<file path="src/rtl/mux16_reg_if.sv">
// mux16_reg_if: lane bus, select, enable and registered result of the 16-to-1 selector
interface mux16_reg_if #(parameter int DATA_W = 1);
  logic [16*DATA_W-1:0] I;
  logic [3:0]           sel;
  logic                 en;
  logic [DATA_W-1:0]    Q;
  logic                 q_valid;
  logic [3:0]           sel_q;
  modport master (output I, sel, en, input Q, q_valid, sel_q);
  modport slave  (input I, sel, en, output Q, q_valid, sel_q);
endinterface

</file>
<file path="src/rtl/mux16_reg.sv">
// mux16_reg: 16-to-1 lane selector, registered (REG_OUT=1) or combinational (REG_OUT=0)
module mux16_reg #(
  parameter int DATA_W  = 1,
  parameter bit REG_OUT = 1
) (
  input  logic       clk,
  input  logic       rst_n,
  mux16_reg_if.slave bus
);
  logic [DATA_W-1:0] d;
  assign d = bus.I[bus.sel*DATA_W +: DATA_W];
  if (REG_OUT) begin : g_reg
    logic [DATA_W-1:0] q_r;
    logic [3:0]        sel_r;
    logic              v_r;
    // q_valid marks a capture on this edge only, so it drops whenever en is low
    always_ff @(posedge clk or negedge rst_n)
      if (!rst_n) begin
        q_r   <= '0;
        sel_r <= '0;
        v_r   <= 1'b0;
      end else begin
        v_r <= bus.en;
        if (bus.en) begin
          q_r   <= d;
          sel_r <= bus.sel;
        end
      end
    assign bus.Q       = q_r;
    assign bus.sel_q   = sel_r;
    assign bus.q_valid = v_r;
  end else begin : g_comb
    logic unused_clk_rst;
    assign unused_clk_rst = clk ^ rst_n;
    assign bus.Q          = d;
    assign bus.sel_q      = bus.sel;
    assign bus.q_valid    = bus.en;
  end
endmodule

</file>
<file path="src/flat_wrapper.sv">
// flat-port wrapper written by rule: the top's interface ports become plain ports
module mux16_reg_flat 
#(
  parameter int DATA_W  = 1,
  parameter bit REG_OUT = 1
)
  (clk, rst_n, bus_I, bus_sel, bus_en, bus_Q, bus_q_valid, bus_sel_q);
  mux16_reg_if #(.DATA_W(DATA_W)) bus_i ();
  input  logic clk;
  input  logic rst_n;
  input wire logic [$bits(bus_i.I)-1:0] bus_I;
  input wire logic [$bits(bus_i.sel)-1:0] bus_sel;
  input wire logic [$bits(bus_i.en)-1:0] bus_en;
  output wire logic [$bits(bus_i.Q)-1:0] bus_Q;
  output wire logic [$bits(bus_i.q_valid)-1:0] bus_q_valid;
  output wire logic [$bits(bus_i.sel_q)-1:0] bus_sel_q;
  assign bus_i.I = bus_I;
  assign bus_i.sel = bus_sel;
  assign bus_i.en = bus_en;
  assign bus_Q = bus_i.Q;
  assign bus_q_valid = bus_i.q_valid;
  assign bus_sel_q = bus_i.sel_q;
  mux16_reg #(.DATA_W(DATA_W), .REG_OUT(REG_OUT)) u_core (.clk(clk), .rst_n(rst_n), .bus(bus_i));
endmodule
</file>
<file path="config.mk">
export PLATFORM = sky130hd
export DESIGN_NAME = mux16_reg_flat
export DESIGN_NICKNAME = d
export VERILOG_FILES = /design/src/rtl/mux16_reg_if.sv /design/src/rtl/mux16_reg.sv /design/src/flat_wrapper.sv
export SDC_FILE = /design/constraint.sdc
export NUM_CORES = 1
export LEC_CHECK = 0
export CORE_AREA = 5 5 42 44
export CTS_BUF_LIST = sky130_fd_sc_hd__clkbuf_4 sky130_fd_sc_hd__clkbuf_8 sky130_fd_sc_hd__clkbuf_16
export DETAILED_ROUTE_END_ITERATION = 10
export DIE_AREA = 0 0 47 49
export PLACE_DENSITY = 0.67
export SKIP_CTS_REPAIR_TIMING = 1
export SLEW_MARGIN = 20
export SYNTH_ARGS = -nofsm -noshare
export SYNTH_HDL_FRONTEND = slang
export SYNTH_SLANG_ARGS = --single-unit
</file>
<file path="constraint.sdc">
create_clock -name clk -period 1.2 [get_ports clk]
set_input_delay 0.24 -clock clk [delete_from_list [all_inputs] [get_ports clk]]
set_output_delay 0.24 -clock clk [all_outputs]
set_load 0.01 [all_outputs]
</file>
==> results.txt, run 1 <==
Status = finished, violations left
Failing checks = negative setup slack
Cts bufs inserted = 3
RSZ-0062 raised after global routing = true
Clk buf depth = 2
Core area = 1400 um2
Slew headroom = 0.808
Clock Tree Root = clkbuf_4
Worst hold margin = 0.246 ns
Post-Syn Instances = 18
R2r setup slk = 0.45 ns
Cell with the most instances after synthesis = dfrtp_1
Hpwl dp = 862 um
Nets = 76
Ys flop type = dfrtp_1
Fin. Hold Viols = 0
Gr usage total = 0.102
Reg2reg end = u_core.bus.Q$_DFFE_PN0P_
Final core utilization = 0.527
Register area = 150 um2
Port Buf Inserts = 28
Layout cell share with drive strength beyond 1 = 0.294
ANT nets after route = 0
Post-synth net total = 41
Worst path bufs/invs = 1
Max Clock Skew = 0 ns
Critical path peak fanout = 5
Io pins = 29
# DRC = 0
Finished Layout Cells = 67
Post-synth EDFFs = 0
Max-slew violation count = 0
Gr ovfl total = 0
Vias in the first global route = 343
Critical Path Source Type = primary input
Antenna Cells = 0
Multi-input logic area = 180 um2
Synth top area cells = dfrtp_1 43%, mux4_1 30%, mux2_2 13%
Final instance area = 738 um2
GP Congestion = 0.721
Area share of the leading cell type in the synthesized netlist = 0.435
Via-to-Cell Ratio = 4.28
HP Class = in -> async
Worst reg2reg path depth = 1
Synth top cells by count = 6 x dfrtp_1, 4 x mux2_2, 4 x mux4_1
Worst-skew pair later-pin latency = 0.23 ns
Largest net degree at the start of global routing = 7
Fillers = 124
Initial DRC count = 0
Area leader, netlist = dfrtp_1
Sequential share of the synthesized area = 0.435
Initial antenna violation count = 0
DP Cell Count = 64
Slowest CP cell = mux4_2
Router iterations before antenna repair = 1
Die Y = 49 um
Cell variety after synth = 5
Warnings from Yosys = 0
Final number of setup-violating endpoints = 1
CTS tree = done
Dpl cell area = 646 um2
CTS Sinks = 6
Kind of critical path = in -> reg
Flops & latches, synth = 6
CP cell instances = buf_12, mux4_2, mux2i_1, mux2i_1, mux2_4
Final worst slack = -0.00109 ns
Power per cell area = 822 nW/um2
Total Routed Length = 978 um
Post-Syn Area = 345 um2
Worst Setup End Kind = flop
FFs w/ async S/R, synth = 1.00
First-pass GRT wire length = 1680 um
Crit path max-delay family = multiplexers
Largest stage delay, worst path = 0.49 ns
Max Fclk = 0.833 GHz
Routed len/inst = 14.6 um
Slew @ Worst Pin = 0.287 ns
Max-cap viol count = 0
Avg Inst Size Synth = 19.2 um2
Clk pin slew, worst setup/hold paths = 0.04 ns
Crit-path most repeated cell = mux2i_1
Via count = 287
Worst vdd ir = 0.000696 V
CP required = 1.32 ns
Area growth from synthesis to layout = 114%
Die X = 47 um
Depth of the CTS H-tree = 1
Final period utilization = 1.00
Initial Util = 0.246
Lkg Pwr = 0.496 nW
Die ar. = 2300 um2
Row count = 14
Minimum clock period = 1.20 ns
WP data arrival = 1.32 ns
FF-to-FF Start = u_core.bus.Q$_DFFE_PN0P_
final cells by class:
class,instances,share of cell area
timing repair buffer,30,0.495
multi-input combinational,12,0.244
sequential,6,0.203
clock buffer,3,0.0305
tap,16,0.0271
cells by family after synthesis:
group / Yosys count / synth area share
flip-flops: 6 / 0.435
multiplexers: 12 / 0.565
per-stage QoR:
stage / TNS [ns] / power, mW / worst slack, ns
4_1_cts: -1.58 / 0.634 / -0.626
2_1_floorplan: -0.0775 / 0.307 / -0.0775
3_5_place_dp: -1.54 / 0.449 / -0.877
5_1_grt: -0.0809 / 0.649 / -0.0809
6_report: -0.00109 / 0.607 / -0.00109
3_3_place_gp: -1.56 / 0.450 / -0.864
where the power goes:
part,total (mW),internal [mW],switching (mW)
logic,0.195,0.138,0.0570
clock network,0.177,0.113,0.0645
registers,0.234,0.225,0.00930
total,0.607,0.476,0.131
how the worst max path moves through the flow:
stage                     slack [ns]                       end  startpoint  cells past startpoint
after floorplan                -0.08  u_core.bus.Q$_DFFE_PN0P_  bus_sel[0]                      4
after global placement         -0.86  u_core.bus.Q$_DFFE_PN0P_  bus_sel[0]                      5
after detailed placement       -0.88  u_core.bus.Q$_DFFE_PN0P_  bus_sel[0]                      5
after CTS                      -0.63  u_core.bus.Q$_DFFE_PN0P_  bus_sel[0]                      5
after global routing           -0.08  u_core.bus.Q$_DFFE_PN0P_  bus_sel[0]                      5
final                         -0.001  u_core.bus.Q$_DFFE_PN0P_  bus_sel[0]                      5
layout by cell type (no fill, tap or decap):
cell / netlist / routed
mux4_2: 0 / 4
mux2i_1: 3 / 3
clkbuf_4: 0 / 3
buf_12: 0 / 1
mux2_2: 4 / 4
buf_4: 0 / 2
dlymetal6s2s_1: 0 / 24
clkdlybuf4s50_1: 0 / 3
dfrtp_1: 6 / 6
mux2_4: 1 / 1
per-layer routing:
| layer | GRT usage | vias up | routed length [um] |
|---|---|---|---|
| met5 | 0 | - | 0 |
| met4 | 0.0138 | 0 | 0 |
| met3 | 0.0369 | 0 | 33 |
| met2 | 0.167 | 5 | 598 |
| met1 | 0.126 | 140 | 346 |
| li1 | - | 142 | - |
sequential cells by signal, indices dropped and copies added, names as in the netlist:
signal,flops
u_core.bus.sel_q,4
u_core.bus.Q,1
u_core.bus.q_valid,1
Note: power is estimated with default switching activity, not from simulation.
==> run 2, diff against run 1 <==
--- a/config.mk
+++ b/config.mk
@@ -5,6 +5,7 @@
 export SDC_FILE = /design/constraint.sdc
 export NUM_CORES = 1
 export LEC_CHECK = 0
+export CAP_MARGIN = 20
 export CORE_AREA = 5 5 42 44
 export CTS_BUF_LIST = sky130_fd_sc_hd__clkbuf_4 sky130_fd_sc_hd__clkbuf_8 sky130_fd_sc_hd__clkbuf_16
 export DETAILED_ROUTE_END_ITERATION = 10
==> results of run 2 <==
The final DEF is identical to that of run 1; final timing and power are the same.
==> run 3, diff against run 2 <==
--- a/config.mk
+++ b/config.mk
@@ -11,6 +11,7 @@
 export DETAILED_ROUTE_END_ITERATION = 10
 export DIE_AREA = 0 0 47 49
 export PLACE_DENSITY = 0.67
+export SETUP_SLACK_MARGIN = 0.5
 export SKIP_CTS_REPAIR_TIMING = 1
 export SLEW_MARGIN = 20
 export SYNTH_ARGS = -nofsm -noshare
==> run 3 against run 2 <==
- the flow still finishes with violations (negative setup slack)
- hold slack worse by 0.021 ns
- register-to-register slack is essentially flat
- sequential share of layout area is 1.4 points higher
- sequential power barely moved
- critical path type unchanged
- largest cell class unchanged
- highest routed layer unchanged
==> results.txt, run 3 (synthesis gave the netlist of run 1 again) <==
Status = finished, violations left (unchanged)
Failing checks = negative setup slack (unchanged)
Worst hold margin = 0.225 ns (was 0.246 ns)
Io pins = 29 (unchanged)
Fin. Hold Viols = 0 (unchanged)
Max reg flops = 4 (unchanged)
Max-cap viol count = 0 (unchanged)
Via count = 286 (was 287)
Router iterations before antenna repair = 1 (unchanged)
Slew headroom = 0.818 (was 0.808)
Via-to-Cell Ratio = 4.27 (was 4.28)
CTS tree = done (unchanged)
Critical path peak fanout = 5 (unchanged)
Largest stage delay, worst path = 0.49 ns (about the same)
Multi-input logic area = 180 um2 (unchanged)
Final total power = 0.589 mW (was 0.607 mW)
CP required = 1.32 ns (about the same)
Power per cell area = 852 nW/um2 (was 822 nW/um2)
WP depth = 5 (unchanged)
Worst reg2reg path depth = 1 (unchanged)
Initial antenna violation count = 0 (unchanged)
Fillers = 135 (was 124)
Most common cell after layout, fill and taps aside = dlymetal6s2s_1 (unchanged)
Slew @ Worst Pin = 0.272 ns (was 0.287 ns)
Nets = 76 (unchanged)
Die X = 47 um (unchanged)
Slowest CP cell = mux4_2 (unchanged)
ANT nets after route = 0 (unchanged)
Layout cell share with drive strength beyond 1 = 0.431 (was 0.294)
Die Y = 49 um (unchanged)
Worst-skew pair later-pin latency = 0.23 ns (about the same)
Worst Setup End Kind = flop (unchanged)
Setup TNS = -0.00179 ns (was -0.00109 ns)
Most frequent cells in the layout = 19 x dlymetal6s2s_1, 6 x buf_2, 6 x dfrtp_1 (was 24 x dlymetal6s2s_1, 6 x dfrtp_1, 4 x mux2_2, 4 x mux4_2)
GP Congestion = 0.721 (unchanged)
Critical path startpoint = bus_sel[0] (unchanged)
# DRC = 0 (unchanged)
Worst hold path depth = 1
Register area = 150 um2 (unchanged)
Max-slew violation count = 0 (unchanged)
Max Clock Skew = 0 ns (unchanged)
Worst Min Path Start = bus_en
Port Buf Inserts = 28 (unchanged)
Gr usage total = 0.102 (unchanged)
WP data arrival = 1.32 ns (about the same)
Clk pin slew, worst setup/hold paths = 0.04 ns (about the same)
Antenna Cells = 0 (unchanged)
Largest net degree at the start of global routing = 7 (unchanged)
Cts bufs inserted = 3 (unchanged)
Gr ovfl total = 0 (unchanged)
Initial Util = 0.246 (unchanged)
Final instance area = 691 um2 (was 738 um2)
Final worst slack = -0.00179 ns (was -0.00109 ns)
Clk buf depth = 2 (unchanged)
Lkg Pwr = 0.450 nW (was 0.496 nW)
Total Routed Length = 966 um (was 978 um)
Depth of the CTS H-tree = 1 (unchanged)
Worst vdd ir = 0.000690 V (was 0.000696 V)
First-pass GRT wire length = 1680 um (unchanged)
Crit-path most repeated cell = mux2i_1 (unchanged)
DP Worst Slack = -0.877 ns (unchanged)
CTS Sinks = 6 (unchanged)
Hpwl dp = 862 um (unchanged)
Row count = 14 (unchanged)
Max Fclk = 0.832 GHz (was 0.833 GHz)
RSZ-0062 raised after global routing = true (unchanged)
Die ar. = 2300 um2 (unchanged)
Kind of critical path = in -> reg (unchanged)
Area growth from synthesis to layout = 100% (was 114%)
Final number of setup-violating endpoints = 1 (unchanged)
Core area = 1400 um2 (unchanged)
HP Class = in -> reg (was in -> async)
Critical Path Source Type = primary input (unchanged)
Dpl cell area = 646 um2 (unchanged)
Worst path bufs/invs = 1 (unchanged)
FF-to-FF Start = u_core.bus.Q$_DFFE_PN0P_ (unchanged)
Initial DRC count = 0 (unchanged)
Clock Tree Root = clkbuf_4 (unchanged)
Final period utilization = 1.00 (about the same)
Minimum clock period = 1.20 ns (about the same)
Routed len/inst = 14.4 um (was 14.6 um)
Crit path max-delay family = multiplexers (unchanged)
CP cell instances = buf_12, mux4_2, mux2i_1, mux2i_1, mux2_4 (unchanged)
Vias in the first global route = 343 (unchanged)
==> run 3: area by class of cell <==
class / instances / area share
multi-input cells: 12 / 0.261
well taps: 16 / 0.0290
repair buffers: 30 / 0.460
clock buffers: 3 / 0.0326
flip-flops and latches: 6 / 0.217
==> run 3: routing by layer <==
metal	global-route usage	wire, um	vias to the layer above
li1	-	-	143
met4	0.0138	0	0
met5	0	0	-
met2	0.167	588	5
met3	0.0369	33	0
met1	0.126	344	138
==> run 3: report_power, final <==
part           total, mW  internal, mW  switching [mW]
Combinational      0.177         0.120          0.0570
Sequential         0.234         0.225         0.00910
Clock              0.177         0.113          0.0646
Total              0.589         0.458           0.131
==> run 3: path summary, 6_finish.rpt <==
| path | end | slack (ns) |
|---|---|---|
| min | u_core.bus.q_valid$_DFF_PN0_ | 0.23 |
| min in group asynchronous | u_core.bus.sel_q[1]$_DFFE_PN0P_ | 0.24 |
| max in group asynchronous | u_core.bus.Q$_DFFE_PN0P_ | 0.74 |
| max reg2reg | u_core.bus.Q$_DFFE_PN0P_ | 0.45 |
| min reg2reg | u_core.bus.sel_q[3]$_DFFE_PN0P_ | 0.50 |
| max | u_core.bus.Q$_DFFE_PN0P_ | -0.002 |
==> run 3: metrics by stage <==
step	utilization	cells
3_5_place_dp	0.461	64
6_report	0.493	67
2_1_floorplan	-	18
5_1_grt	0.493	67
3_3_place_gp	0.461	64
4_1_cts	0.477	67
